**src/rtl/axi_burst_master_if.sv**
```systemverilog
// AXI4 bus bundle shared by axi_burst_master (master side) and a memory slave.
// Each of the five channels is carried in full: AW, W, B, AR, R.
interface axi_burst_master_if #(
  parameter int unsigned DATA_WIDTH = 32,
  parameter int unsigned ADDR_WIDTH = 16,
  parameter int unsigned ID_WIDTH   = 8,
  parameter int unsigned STRB_WIDTH = DATA_WIDTH / 8
);

  // Write address channel
  logic [ID_WIDTH-1:0]   awid;
  logic [ADDR_WIDTH-1:0] awaddr;
  logic [7:0]            awlen;
  logic [2:0]            awsize;
  logic [1:0]            awburst;
  logic                  awlock;
  logic [3:0]            awcache;
  logic [2:0]            awprot;
  logic                  awvalid;
  logic                  awready;

  // Write data channel
  logic [DATA_WIDTH-1:0] wdata;
  logic [STRB_WIDTH-1:0] wstrb;
  logic                  wlast;
  logic                  wvalid;
  logic                  wready;

  // Write response channel
  logic [ID_WIDTH-1:0]   bid;
  logic [1:0]            bresp;
  logic                  bvalid;
  logic                  bready;

  // Read address channel
  logic [ID_WIDTH-1:0]   arid;
  logic [ADDR_WIDTH-1:0] araddr;
  logic [7:0]            arlen;
  logic [2:0]            arsize;
  logic [1:0]            arburst;
  logic                  arlock;
  logic [3:0]            arcache;
  logic [2:0]            arprot;
  logic                  arvalid;
  logic                  arready;

  // Read data channel
  logic [ID_WIDTH-1:0]   rid;
  logic [DATA_WIDTH-1:0] rdata;
  logic [1:0]            rresp;
  logic                  rlast;
  logic                  rvalid;
  logic                  rready;

  modport master (
    output awid, awaddr, awlen, awsize, awburst, awlock, awcache, awprot, awvalid,
    input  awready,
    output wdata, wstrb, wlast, wvalid,
    input  wready,
    input  bid, bresp, bvalid,
    output bready,
    output arid, araddr, arlen, arsize, arburst, arlock, arcache, arprot, arvalid,
    input  arready,
    input  rid, rdata, rresp, rlast, rvalid,
    output rready
  );

  modport slave (
    input  awid, awaddr, awlen, awsize, awburst, awlock, awcache, awprot, awvalid,
    output awready,
    input  wdata, wstrb, wlast, wvalid,
    output wready,
    output bid, bresp, bvalid,
    input  bready,
    input  arid, araddr, arlen, arsize, arburst, arlock, arcache, arprot, arvalid,
    output arready,
    output rid, rdata, rresp, rlast, rvalid,
    input  rready
  );

endinterface

```
**src/rtl/axi_burst_master.sv**
```systemverilog
// Single-outstanding AXI4 master: one command becomes one INCR burst. Write beats
// are passed through from a valid/ready stream, read beats are passed out to one.
// Optional feature macro: AXI_BURST_MASTER_4K_CHECK_EN rejects commands whose burst
// would cross a 4 KB page (needs ADDR_WIDTH >= 12).
module axi_burst_master #(
  parameter int unsigned DATA_WIDTH = 32,
  parameter int unsigned ADDR_WIDTH = 16,
  parameter int unsigned STRB_WIDTH = DATA_WIDTH / 8,
  parameter int unsigned ID_WIDTH   = 8
) (
  input  logic                  clk,
  input  logic                  rst_n,
  input  logic                  cmd_valid,
  output logic                  cmd_ready,
  input  logic                  cmd_write,
  input  logic [ADDR_WIDTH-1:0] cmd_addr,
  input  logic [7:0]            cmd_len,
  input  logic [ID_WIDTH-1:0]   cmd_id,
  input  logic [DATA_WIDTH-1:0] s_wdata,
  input  logic [STRB_WIDTH-1:0] s_wstrb,
  input  logic                  s_wvalid,
  output logic                  s_wready,
  output logic [DATA_WIDTH-1:0] m_rdata,
  output logic                  m_rlast,
  output logic                  m_rvalid,
  input  logic                  m_rready,
  output logic                  done_valid,
  output logic [1:0]            done_resp,
  output logic                  done_err,
  axi_burst_master_if.master    m_axi
);

  localparam int unsigned OffW = $clog2(STRB_WIDTH);
  localparam logic [2:0] AxSize = 3'(OffW);
  localparam logic [ADDR_WIDTH-1:0] AddrMask = {ADDR_WIDTH{1'b1}} << OffW;

  localparam logic [2:0] StIdle = 3'd0;
  localparam logic [2:0] StAw   = 3'd1;
  localparam logic [2:0] StW    = 3'd2;
  localparam logic [2:0] StB    = 3'd3;
  localparam logic [2:0] StAr   = 3'd4;
  localparam logic [2:0] StR    = 3'd5;
  localparam logic [2:0] StDone = 3'd6;

  logic [2:0]            state_q, state_d;
  logic [ADDR_WIDTH-1:0] addr_q, addr_d;
  logic [7:0]            len_q, len_d;
  logic [ID_WIDTH-1:0]   id_q, id_d;
  logic [7:0]            beat_cnt_q, beat_cnt_d;
  logic [1:0]            resp_q, resp_d;
  logic                  err_q, err_d;

  logic [ADDR_WIDTH-1:0] addr_aligned;
  logic                  last_beat;
  logic                  run;
  logic                  crosses_4k;

  assign addr_aligned = cmd_addr & AddrMask;
  assign last_beat    = (beat_cnt_q == len_q);

  // State only clears at the next edge of a synchronous reset, so every handshake
  // output is also held low combinationally while rst_n is asserted.
  assign run = rst_n;

`ifdef AXI_BURST_MASTER_4K_CHECK_EN
  logic [31:0] span_end;
  assign span_end   = 32'(addr_aligned[11:0]) + (32'(cmd_len) + 32'd1) * STRB_WIDTH;
  assign crosses_4k = (span_end > 32'd4096);
`else
  assign crosses_4k = 1'b0;
`endif

  // Next-state logic: command latch, beat counting, response accumulation.
  always_comb begin
    state_d    = state_q;
    addr_d     = addr_q;
    len_d      = len_q;
    id_d       = id_q;
    beat_cnt_d = beat_cnt_q;
    resp_d     = resp_q;
    err_d      = err_q;
    case (state_q)
      StIdle: begin
        if (cmd_valid) begin
          addr_d     = addr_aligned;
          len_d      = cmd_len;
          id_d       = cmd_id;
          beat_cnt_d = 8'd0;
          resp_d     = 2'b00;
          err_d      = 1'b0;
          state_d    = cmd_write ? StAw : StAr;
          if (crosses_4k) begin
            // Accepted but never issued: report SLVERR-style failure directly.
            resp_d  = 2'b10;
            err_d   = 1'b1;
            state_d = StDone;
          end
        end
      end
      StAw: begin
        if (m_axi.awready) state_d = StW;
      end
      StW: begin
        if (s_wvalid && m_axi.wready) begin
          if (last_beat) state_d = StB;
          else           beat_cnt_d = beat_cnt_q + 8'd1;
        end
      end
      StB: begin
        if (m_axi.bvalid) begin
          resp_d  = m_axi.bresp;
          state_d = StDone;
        end
      end
      StAr: begin
        if (m_axi.arready) state_d = StR;
      end
      StR: begin
        if (m_axi.rvalid && m_rready) begin
          if (m_axi.rresp > resp_q) resp_d = m_axi.rresp;
          if (m_axi.rlast != last_beat) err_d = 1'b1;
          // Our own beat count ends the burst even if the slave's rlast disagrees.
          if (last_beat) state_d = StDone;
          else           beat_cnt_d = beat_cnt_q + 8'd1;
        end
      end
      StDone:  state_d = StIdle;
      default: state_d = StIdle;
    endcase
  end

  // State registers with synchronous active-low reset.
  always_ff @(posedge clk) begin
    if (!rst_n) begin
      state_q    <= StIdle;
      addr_q     <= '0;
      len_q      <= '0;
      id_q       <= '0;
      beat_cnt_q <= '0;
      resp_q     <= '0;
      err_q      <= 1'b0;
    end else begin
      state_q    <= state_d;
      addr_q     <= addr_d;
      len_q      <= len_d;
      id_q       <= id_d;
      beat_cnt_q <= beat_cnt_d;
      resp_q     <= resp_d;
      err_q      <= err_d;
    end
  end

  assign cmd_ready = run && (state_q == StIdle);

  // Address channels carry the latched command; attributes are fixed.
  assign m_axi.awid    = id_q;
  assign m_axi.awaddr  = addr_q;
  assign m_axi.awlen   = len_q;
  assign m_axi.awsize  = AxSize;
  assign m_axi.awburst = 2'b01;
  assign m_axi.awlock  = 1'b0;
  assign m_axi.awcache = 4'b0011;
  assign m_axi.awprot  = 3'b000;
  assign m_axi.awvalid = run && (state_q == StAw);

  assign m_axi.arid    = id_q;
  assign m_axi.araddr  = addr_q;
  assign m_axi.arlen   = len_q;
  assign m_axi.arsize  = AxSize;
  assign m_axi.arburst = 2'b01;
  assign m_axi.arlock  = 1'b0;
  assign m_axi.arcache = 4'b0011;
  assign m_axi.arprot  = 3'b000;
  assign m_axi.arvalid = run && (state_q == StAr);

  // Write stream pass-through, only open in W.
  assign m_axi.wdata  = s_wdata;
  assign m_axi.wstrb  = s_wstrb;
  assign m_axi.wlast  = (state_q == StW) && last_beat;
  assign m_axi.wvalid = run && (state_q == StW) && s_wvalid;
  assign s_wready     = run && (state_q == StW) && m_axi.wready;

  assign m_axi.bready = run && (state_q == StB);

  // Read stream pass-through, only open in R.
  assign m_rdata      = m_axi.rdata;
  assign m_rlast      = m_axi.rlast;
  assign m_rvalid     = run && (state_q == StR) && m_axi.rvalid;
  assign m_axi.rready = run && (state_q == StR) && m_rready;

  assign done_valid = run && (state_q == StDone);
  assign done_resp  = done_valid ? resp_q : 2'b00;
  assign done_err   = done_valid && err_q;

  // Response IDs are deliberately ignored with a single burst in flight.
  logic unused_ids;
  assign unused_ids = ^{m_axi.bid, m_axi.rid};

endmodule

```
**src/flat_wrapper.sv**
```systemverilog
// flat-port wrapper written by rule: the top's interface ports become plain ports
module axi_burst_master_flat 
#(
  parameter int unsigned DATA_WIDTH = 32,
  parameter int unsigned ADDR_WIDTH = 16,
  parameter int unsigned STRB_WIDTH = DATA_WIDTH / 8,
  parameter int unsigned ID_WIDTH   = 8
)
  (clk, rst_n, cmd_valid, cmd_ready, cmd_write, cmd_addr, cmd_len, cmd_id, s_wdata, s_wstrb, s_wvalid, s_wready, m_rdata, m_rlast, m_rvalid, m_rready, done_valid, done_resp, done_err, m_axi_awid, m_axi_awaddr, m_axi_awlen, m_axi_awsize, m_axi_awburst, m_axi_awlock, m_axi_awcache, m_axi_awprot, m_axi_awvalid, m_axi_awready, m_axi_wdata, m_axi_wstrb, m_axi_wlast, m_axi_wvalid, m_axi_wready, m_axi_bid, m_axi_bresp, m_axi_bvalid, m_axi_bready, m_axi_arid, m_axi_araddr, m_axi_arlen, m_axi_arsize, m_axi_arburst, m_axi_arlock, m_axi_arcache, m_axi_arprot, m_axi_arvalid, m_axi_arready, m_axi_rid, m_axi_rdata, m_axi_rresp, m_axi_rlast, m_axi_rvalid, m_axi_rready);
  axi_burst_master_if #(.DATA_WIDTH(DATA_WIDTH), .ADDR_WIDTH(ADDR_WIDTH), .ID_WIDTH(ID_WIDTH), .STRB_WIDTH(STRB_WIDTH)) m_axi_i ();
  input  logic clk;
  input  logic rst_n;
  input  logic cmd_valid;
  output logic cmd_ready;
  input  logic cmd_write;
  input  logic [ADDR_WIDTH-1:0] cmd_addr;
  input  logic [7:0] cmd_len;
  input  logic [ID_WIDTH-1:0] cmd_id;
  input  logic [DATA_WIDTH-1:0] s_wdata;
  input  logic [STRB_WIDTH-1:0] s_wstrb;
  input  logic s_wvalid;
  output logic s_wready;
  output logic [DATA_WIDTH-1:0] m_rdata;
  output logic m_rlast;
  output logic m_rvalid;
  input  logic m_rready;
  output logic done_valid;
  output logic [1:0] done_resp;
  output logic done_err;
  output wire logic [$bits(m_axi_i.awid)-1:0] m_axi_awid;
  output wire logic [$bits(m_axi_i.awaddr)-1:0] m_axi_awaddr;
  output wire logic [$bits(m_axi_i.awlen)-1:0] m_axi_awlen;
  output wire logic [$bits(m_axi_i.awsize)-1:0] m_axi_awsize;
  output wire logic [$bits(m_axi_i.awburst)-1:0] m_axi_awburst;
  output wire logic [$bits(m_axi_i.awlock)-1:0] m_axi_awlock;
  output wire logic [$bits(m_axi_i.awcache)-1:0] m_axi_awcache;
  output wire logic [$bits(m_axi_i.awprot)-1:0] m_axi_awprot;
  output wire logic [$bits(m_axi_i.awvalid)-1:0] m_axi_awvalid;
  input wire logic [$bits(m_axi_i.awready)-1:0] m_axi_awready;
  output wire logic [$bits(m_axi_i.wdata)-1:0] m_axi_wdata;
  output wire logic [$bits(m_axi_i.wstrb)-1:0] m_axi_wstrb;
  output wire logic [$bits(m_axi_i.wlast)-1:0] m_axi_wlast;
  output wire logic [$bits(m_axi_i.wvalid)-1:0] m_axi_wvalid;
  input wire logic [$bits(m_axi_i.wready)-1:0] m_axi_wready;
  input wire logic [$bits(m_axi_i.bid)-1:0] m_axi_bid;
  input wire logic [$bits(m_axi_i.bresp)-1:0] m_axi_bresp;
  input wire logic [$bits(m_axi_i.bvalid)-1:0] m_axi_bvalid;
  output wire logic [$bits(m_axi_i.bready)-1:0] m_axi_bready;
  output wire logic [$bits(m_axi_i.arid)-1:0] m_axi_arid;
  output wire logic [$bits(m_axi_i.araddr)-1:0] m_axi_araddr;
  output wire logic [$bits(m_axi_i.arlen)-1:0] m_axi_arlen;
  output wire logic [$bits(m_axi_i.arsize)-1:0] m_axi_arsize;
  output wire logic [$bits(m_axi_i.arburst)-1:0] m_axi_arburst;
  output wire logic [$bits(m_axi_i.arlock)-1:0] m_axi_arlock;
  output wire logic [$bits(m_axi_i.arcache)-1:0] m_axi_arcache;
  output wire logic [$bits(m_axi_i.arprot)-1:0] m_axi_arprot;
  output wire logic [$bits(m_axi_i.arvalid)-1:0] m_axi_arvalid;
  input wire logic [$bits(m_axi_i.arready)-1:0] m_axi_arready;
  input wire logic [$bits(m_axi_i.rid)-1:0] m_axi_rid;
  input wire logic [$bits(m_axi_i.rdata)-1:0] m_axi_rdata;
  input wire logic [$bits(m_axi_i.rresp)-1:0] m_axi_rresp;
  input wire logic [$bits(m_axi_i.rlast)-1:0] m_axi_rlast;
  input wire logic [$bits(m_axi_i.rvalid)-1:0] m_axi_rvalid;
  output wire logic [$bits(m_axi_i.rready)-1:0] m_axi_rready;
  assign m_axi_awid = m_axi_i.awid;
  assign m_axi_awaddr = m_axi_i.awaddr;
  assign m_axi_awlen = m_axi_i.awlen;
  assign m_axi_awsize = m_axi_i.awsize;
  assign m_axi_awburst = m_axi_i.awburst;
  assign m_axi_awlock = m_axi_i.awlock;
  assign m_axi_awcache = m_axi_i.awcache;
  assign m_axi_awprot = m_axi_i.awprot;
  assign m_axi_awvalid = m_axi_i.awvalid;
  assign m_axi_i.awready = m_axi_awready;
  assign m_axi_wdata = m_axi_i.wdata;
  assign m_axi_wstrb = m_axi_i.wstrb;
  assign m_axi_wlast = m_axi_i.wlast;
  assign m_axi_wvalid = m_axi_i.wvalid;
  assign m_axi_i.wready = m_axi_wready;
  assign m_axi_i.bid = m_axi_bid;
  assign m_axi_i.bresp = m_axi_bresp;
  assign m_axi_i.bvalid = m_axi_bvalid;
  assign m_axi_bready = m_axi_i.bready;
  assign m_axi_arid = m_axi_i.arid;
  assign m_axi_araddr = m_axi_i.araddr;
  assign m_axi_arlen = m_axi_i.arlen;
  assign m_axi_arsize = m_axi_i.arsize;
  assign m_axi_arburst = m_axi_i.arburst;
  assign m_axi_arlock = m_axi_i.arlock;
  assign m_axi_arcache = m_axi_i.arcache;
  assign m_axi_arprot = m_axi_i.arprot;
  assign m_axi_arvalid = m_axi_i.arvalid;
  assign m_axi_i.arready = m_axi_arready;
  assign m_axi_i.rid = m_axi_rid;
  assign m_axi_i.rdata = m_axi_rdata;
  assign m_axi_i.rresp = m_axi_rresp;
  assign m_axi_i.rlast = m_axi_rlast;
  assign m_axi_i.rvalid = m_axi_rvalid;
  assign m_axi_rready = m_axi_i.rready;
  axi_burst_master #(.DATA_WIDTH(DATA_WIDTH), .ADDR_WIDTH(ADDR_WIDTH), .STRB_WIDTH(STRB_WIDTH), .ID_WIDTH(ID_WIDTH)) u_core (.clk(clk), .rst_n(rst_n), .cmd_valid(cmd_valid), .cmd_ready(cmd_ready), .cmd_write(cmd_write), .cmd_addr(cmd_addr), .cmd_len(cmd_len), .cmd_id(cmd_id), .s_wdata(s_wdata), .s_wstrb(s_wstrb), .s_wvalid(s_wvalid), .s_wready(s_wready), .m_rdata(m_rdata), .m_rlast(m_rlast), .m_rvalid(m_rvalid), .m_rready(m_rready), .done_valid(done_valid), .done_resp(done_resp), .done_err(done_err), .m_axi(m_axi_i));
endmodule
```
**config.mk**
```make
export PLATFORM = sky130hd
export DESIGN_NAME = axi_burst_master_flat
export DESIGN_NICKNAME = d
export VERILOG_FILES = /design/src/rtl/axi_burst_master_if.sv /design/src/rtl/axi_burst_master.sv /design/src/flat_wrapper.sv
export SDC_FILE = /design/constraint.sdc
export NUM_CORES = 1
export LEC_CHECK = 0
export CAP_MARGIN = 20
export CORE_AREA = 2 2 118 120
export CTS_CLUSTER_SIZE = 12
export DETAILED_ROUTE_END_ITERATION = 12
export DIE_AREA = 0 0 120 122
export PLACE_DENSITY = 0.66
export SYNTH_ARGS = -nofsm -noshare
export SYNTH_HDL_FRONTEND = slang
export SYNTH_SLANG_ARGS = --single-unit
```
**constraint.sdc**
```tcl
create_clock -name clk -period 2.2 [get_ports clk]
set_input_delay 0.66 -clock clk [delete_from_list [all_inputs] [get_ports clk]]
set_output_delay 0.66 -clock clk [all_outputs]
set_load 0.03 [all_outputs]
```
# --- Word-level counts from Yosys, hierarchy flattened ---
# Cells that the tools add are included.
classes:
  add_sub_neg: 1
  order_cmp: 1
  eq_ne: 18
  mux: 25
  reduce_logical: 24
op_table:
  columns: ["cell", "count"]
  rows:
  - ["$mux 8", 4]
  - ["$mux 3", 9]
  - ["$pmux 8 s3", 1]
  - ["$pmux 3 s6", 1]
  - ["$logic_and 1x1->1", 15]
  - ["$ne 2x1->1 const B", 6]
  - ["$mux 2", 5]
  - ["$eq 3x3->1 const B", 3]
  - ["$add 8x1->8 const B", 1]
  - ["$eq 8x8->1", 1]
  - ["$ne 2x2->1 const B", 4]
  - ["$reduce_and 4->1", 2]
  - ["$reduce_and 8->1", 1]
  - ["$eq 3x2->1 const B", 2]
  - ["$pmux 2 s3", 1]
  - ["$reduce_bool 3->1", 2]
  - ["$reduce_and 5->1", 1]
  - ["$eq 3x1->1 const B", 1]
  - ["$logic_not 3->1", 1]
  - ["$mux 1", 3]
  - ["$gt 2x2->1", 1]
  - ["$pmux 1 s2", 1]
  - ["$reduce_and 2->1", 1]
  - ["$reduce_bool 2->1", 1]
  - ["$ne 1x1->1", 1]
totals:
  regBits: 44
  in_bits: 132
  output_inout_bits: 172
  elab_cells: 76

# --- Longest topological paths before layout ---
logic_depth:
  depth_word: 5
  ltp_mapped: 7
  mapped_depth_nobuf: 7

# --- Worst setup path before layout ---
# No wires, ideal clock.
synth_timing:
  kind: "reg2out"
  from: "register u_core.state_q[1]"
  to: "output port done_resp[0]"
  arrival_ps: 1761
  required_time_ps: 1540
  path_slack_ps: -221
  stages_incl_launch_ff: 6
  n_path_buf: 2
  cell_sequence: "dfxtp_1 buf_2 clkbuf_1 nand2_1 nor2_1 and2_1"
synth_between:
  elab_chain_cells: 3
synth_lines:
  columns: ["element", "line", "source"]
  rows:
  - ["start: declaration", "axi_burst_master.sv:45", "logic [2:0] state_q, state_d;"]
  - ["start signal: assignment", "axi_burst_master.sv:135", "state_q <= StIdle;"]
  - ["start signal: assignment", "axi_burst_master.sv:143", "state_q <= state_d;"]
  - ["$eq 3x3->1", "axi_burst_master.sv:191", "assign done_valid = run && (state_q == StDone);"]
  - ["$logic_and 1x1->1", "axi_burst_master.sv:191", null]
  - ["named net done_valid", "flat_wrapper.sv:27", "output logic done_valid;"]
  - ["$mux 2", "axi_burst_master.sv:192", "assign done_resp = done_valid ? resp_q : 2'b00;"]
  - ["end: declaration", "flat_wrapper.sv:28", "output logic [1:0] done_resp;"]
# The timed path passes the listed nets, and every way through them passes these cells.

# --- Final worst setup path ---
layout_timing:
  from: "input port m_axi_rvalid"
  to: "register u_core.beat_cnt_q[3]"
layout_between:
  elab_chain_cells: 3
layout_lines:
  columns: ["element", "line", "source"]
  rows:
  - ["start: declaration", "flat_wrapper.sv:63", "input wire logic [$bits(m_axi_i.rvalid)-1:0] m_axi_rvalid;"]
  - ["$logic_and 1x1->1", "axi_burst_master.sv:119", "if (m_axi.rvalid && m_rready) begin"]
  - ["$ne 2x1->1 (no source line)", null, null]
  - ["$reduce_and 4->1 (no source line)", null, null]
  - ["end signal: assignment", "axi_burst_master.sv:147", "beat_cnt_q <= beat_cnt_d;"]
  - ["end: declaration", "axi_burst_master.sv:49", "logic [7:0] beat_cnt_q, beat_cnt_d;"]
# Every way passes these cells.
# A chain may end at the register's enable or synchronous reset.

==> reports/qor.log <==
[clocking] number of hold-repair buffers added at the cts stage 0
[place] Placement Setup Slack -0.369 ns
[floorplanning] chip width 120 um
[power] cell leakage power 1.56 nW
[clocking] total clock buffers created by CTS 5
[clocking] clk_lat worst skew 0.29 ns
[routing] via count 2629
[cells_and_area] Finished Cell Area 0.00422 mm2
[floorplanning] Die Span Y 122 um
[cells_and_area] number of inserted diodes 0
[clocking] number of buffers on the longest clock path 2
[routing] detail-routed net length per standard cell 13.9 um
[yosys] number of instances in the synthesized netlist 408
[job] max-cap check violation count 0
[yosys] synthesized flop and latch total 44
[routing] met2 wirelength from detailed routing 3.95 mm
[grt] wire length of the first global-routing pass 13.3 mm
[cells_and_area] post-layout utilization of the core 31.3%
[critical_path] arrival time at the worst endpoint 2.38 ns
[place] number of I/O port buffers 119
[place] cell area after placement 0.00394 mm2
[routing] Routed Antenna Nets 0
[cells_and_area] area of the multi-input gates 0.00146 mm2
[critical_path] Cell Chain, Critical Path clkdlybuf4s50_1 > nand2_1 > a31oi_2 > o32ai_2 > or4_1 > a21oi_1
[critical_path] max incr delay on CP 0.54 ns
[critical_path] type of the worst setup path primary input to flip-flop
[cells_and_area] most common cell after layout, fill and taps aside sky130_fd_sc_hd__clkdlybuf4s50_1
[timing] actual transition at the worst max-transition pin 0.717 ns
[critical_path] Req. time, crit path 2.42 ns
[clocking] CTS clk-pin slew, worst paths 0.06 ns
[floorplanning] placeable core region 0.0135 mm2
[timing] Final Critical Period 2.16 ns
[clocking] H-tree Lvls 2
[critical_path] highest fanout seen on the critical path 7
[grt] number of antenna violations at the first check in global routing 0
[min_path] Hold Path Class flip-flop to flip-flop
[yosys] number of flops mapped to enable cells by yosys 0
[floorplanning] number of rows in the core area 43
[timing] RSZ-0062 raised after global routing yes
[cells_and_area] layout overhead on the synthesized area 32.1%
[power] power density cells 1070 mW/mm2
[timing] Rel. slew slack 51.8%
[yosys] top flip-flop cell by instance count after synthesis sky130_fd_sc_hd__dfxtp_1
[timing] Worst Clk Skew 0.00925 ns
[grt] maximum number of pins on one net before global-route repair 20
[routing] DRT Wirelength 8.67 mm
[cells_and_area] fillers 1430
[timing] maximum achievable frequency 462 MHz
[timing] final clock period utilization by the worst path 98.3%
[critical_path] gate family responsible for the most delay along the worst path simple AND/OR/NAND/NOR gates
[critical_path] kind of end point of the critical path flip-flop
[grt] number of global-route vias before repair 2550
[routing] met3 routed wirelength 841 um
[grt] overflow left after global routing 0
[timing] final number of hold-violating endpoints 0
[timing] Setup WS post-layout 0.0373 ns
[cells_and_area] layout cells sized above 1 18.6%
[timing] Setup-failing EPs final 0
[yosys] share of synthesized area occupied by flip-flops and latches 27.6%
[routing] via-per-instance ratio 4.23
[yosys] post-synth design cell area 0.00320 mm2
[routing] post-detailed-route DRC marker count 0
[clocking] Clock Tree Root sky130_fd_sc_hd__clkbuf_16
[routing] Top Layer Used met4
[cells_and_area] sequential cell area 906 um2
[floorplanning] starting density of the core 23.7%
[routing] first-iteration detailed-routing DRC count 127
[routing] number of detailed-routing iterations run before antenna repair 4
[clocking] clock net sink count 44
[yosys] synthesized area divided by synthesized cell count 7.84 um2
[critical_path] count of buffering cells on the critical path with inverters included 1
[critical_path] critical-path cell with the highest stage delay sky130_fd_sc_hd__or4_1
[yosys] fraction of registers with async set or reset after synthesis 0%
[power] worst-case vdd ir drop 0.390 mV
[clocking] CTS tree built
[timing] number of max-slew violations in the final report 0
[place] global placer's final weighted congestion 0.839
[floorplanning] die area 0.0146 mm2
[place] sum of net half-perimeters after detailed placement 6.88 mm
[yosys] number of warning messages in the yosys log 0
[cells_and_area] net count of the finished layout 577
[status] status complete, no violations
[routing] detailed-routing wirelength on met1 3.52 mm
[floorplanning] I/O pin count 304
[cells_and_area] top library cells by usage in the layout, fill and taps aside sky130_fd_sc_hd__clkdlybuf4s50_1, sky130_fd_sc_hd__nand2_1, sky130_fd_sc_hd__a21boi_0
[yosys] Distinct cells, synth 42
[critical_path] Setup crit start kind primary input
[grt] GRT Overall Usage 11.8%
## per-stage QoR
stage	std cells	hold WS, ns	TNS (ns)	total power [mW]
final	622	0.481	0	4.52
after detailed placement	613	0.471	-6.05	3.61
after floorplan	436	0.433	-0.266	2.96
after global routing	622	0.508	-0.198	4.80
after global placement	613	0.462	-5.52	3.57
after CTS	620	0.482	0	4.47
## worst reg2reg max path, cell delays in order, from the launching register on
cell	delay [ns]
sky130_fd_sc_hd__dfxtp_4	0.40
sky130_fd_sc_hd__buf_4	0.17
sky130_fd_sc_hd__nor3_2	0.38
sky130_fd_sc_hd__o32ai_2	0.25
sky130_fd_sc_hd__or4_1	0.54
sky130_fd_sc_hd__a21oi_1	0.15
## final timing paths
| path | start | end | slack [ns] | depth (start not counted) |
|---|---|---|---|---|
| worst max-delay path | m_axi_rvalid | u_core.beat_cnt_q[3] | 0.04 | 6 |
| worst min-delay path | u_core.m_axi.araddr[8] | u_core.m_axi.araddr[8] | 0.48 | 2 |
| worst max register to register | u_core.state_q[2] | u_core.beat_cnt_q[3] | 0.23 | 5 |
| worst min register to register | u_core.m_axi.araddr[8] | u_core.m_axi.araddr[8] | 0.48 | 2 |
## power breakdown
part	total, mW	internal, mW	switching [mW]
Sequential	1.18	0.964	0.218
Combinational	2.55	1.08	1.47
Clock	0.786	0.477	0.309
## sequential cells by signal (all words and copies together) (netlist names)
register             count
u_core.beat_cnt_q        8
u_core.state_q           3
u_core.m_axi.arlen       8
u_core.err_q             1
u_core.m_axi.arid        8
u_core.resp_q            2
u_core.m_axi.araddr     14
## cell families (layout without fill, tap and decap cells)
| logic type | Yosys count | after routing | share of synthesized area [%] |
|---|---|---|---|
| buf+inv | 153 | 159 | 33.3 |
| mux | 3 | 3 | 0.939 |
| flops | 44 | 44 | 27.6 |
| compound gates | 62 | 62 | 14.7 |
| xor+xnor | 8 | 8 | 2.19 |
| other cells | 2 | 30 | 0.235 |
| simple gates | 133 | 133 | 19.9 |
| fa+ha+maj | 3 | 3 | 1.17 |
## cells in the mapped netlist (3+ instances only)
library cell	instances	share of area (%)
sky130_fd_sc_hd__a21boi_0	31	7.3
sky130_fd_sc_hd__o31ai_1	5	1.2
sky130_fd_sc_hd__or4_1	4	0.94
sky130_fd_sc_hd__nor2b_1	7	1.4
sky130_fd_sc_hd__and2_1	5	0.98
sky130_fd_sc_hd__a21oi_1	6	0.94
sky130_fd_sc_hd__nand2_1	74	8.7
sky130_fd_sc_hd__nor2_1	8	0.94
sky130_fd_sc_hd__and4_1	4	1.1
sky130_fd_sc_hd__nand3_1	3	0.47
sky130_fd_sc_hd__nand4_1	6	1.2
sky130_fd_sc_hd__o221ai_1	3	0.82
sky130_fd_sc_hd__dfxtp_1	44	28
sky130_fd_sc_hd__inv_1	8	0.94
sky130_fd_sc_hd__nor3_1	11	1.7
sky130_fd_sc_hd__nand2b_1	3	0.59
sky130_fd_sc_hd__mux2i_1	3	0.94
sky130_fd_sc_hd__xnor2_1	8	2.2
sky130_fd_sc_hd__ha_1	3	1.2
sky130_fd_sc_hd__clkbuf_1	12	1.4
sky130_fd_sc_hd__buf_4	130	31
## cell type report
type                       count  area share [%]
clock buffer                   7            3.61
tap                          180            5.33
timing repair buffer         143            34.3
inverter                       9           0.800
sequential                    44            21.5
multi-input combinational    239            34.5
## per-layer routing
metal,GRT usage (%),up-vias
li1,-,1270
met1,13.5,1185
met2,18.9,137
met3,4.82,37
met4,6.18,0
met5,0,-
## repair_timing
action | 4_1_cts | 5_1_grt
endpoints found under the setup margin | 14 | 15
buffers inserted | 0 | 2
resized for setup | 13 | 22
pin swaps | 1 | 3
(Power assumes the default switching activity.)
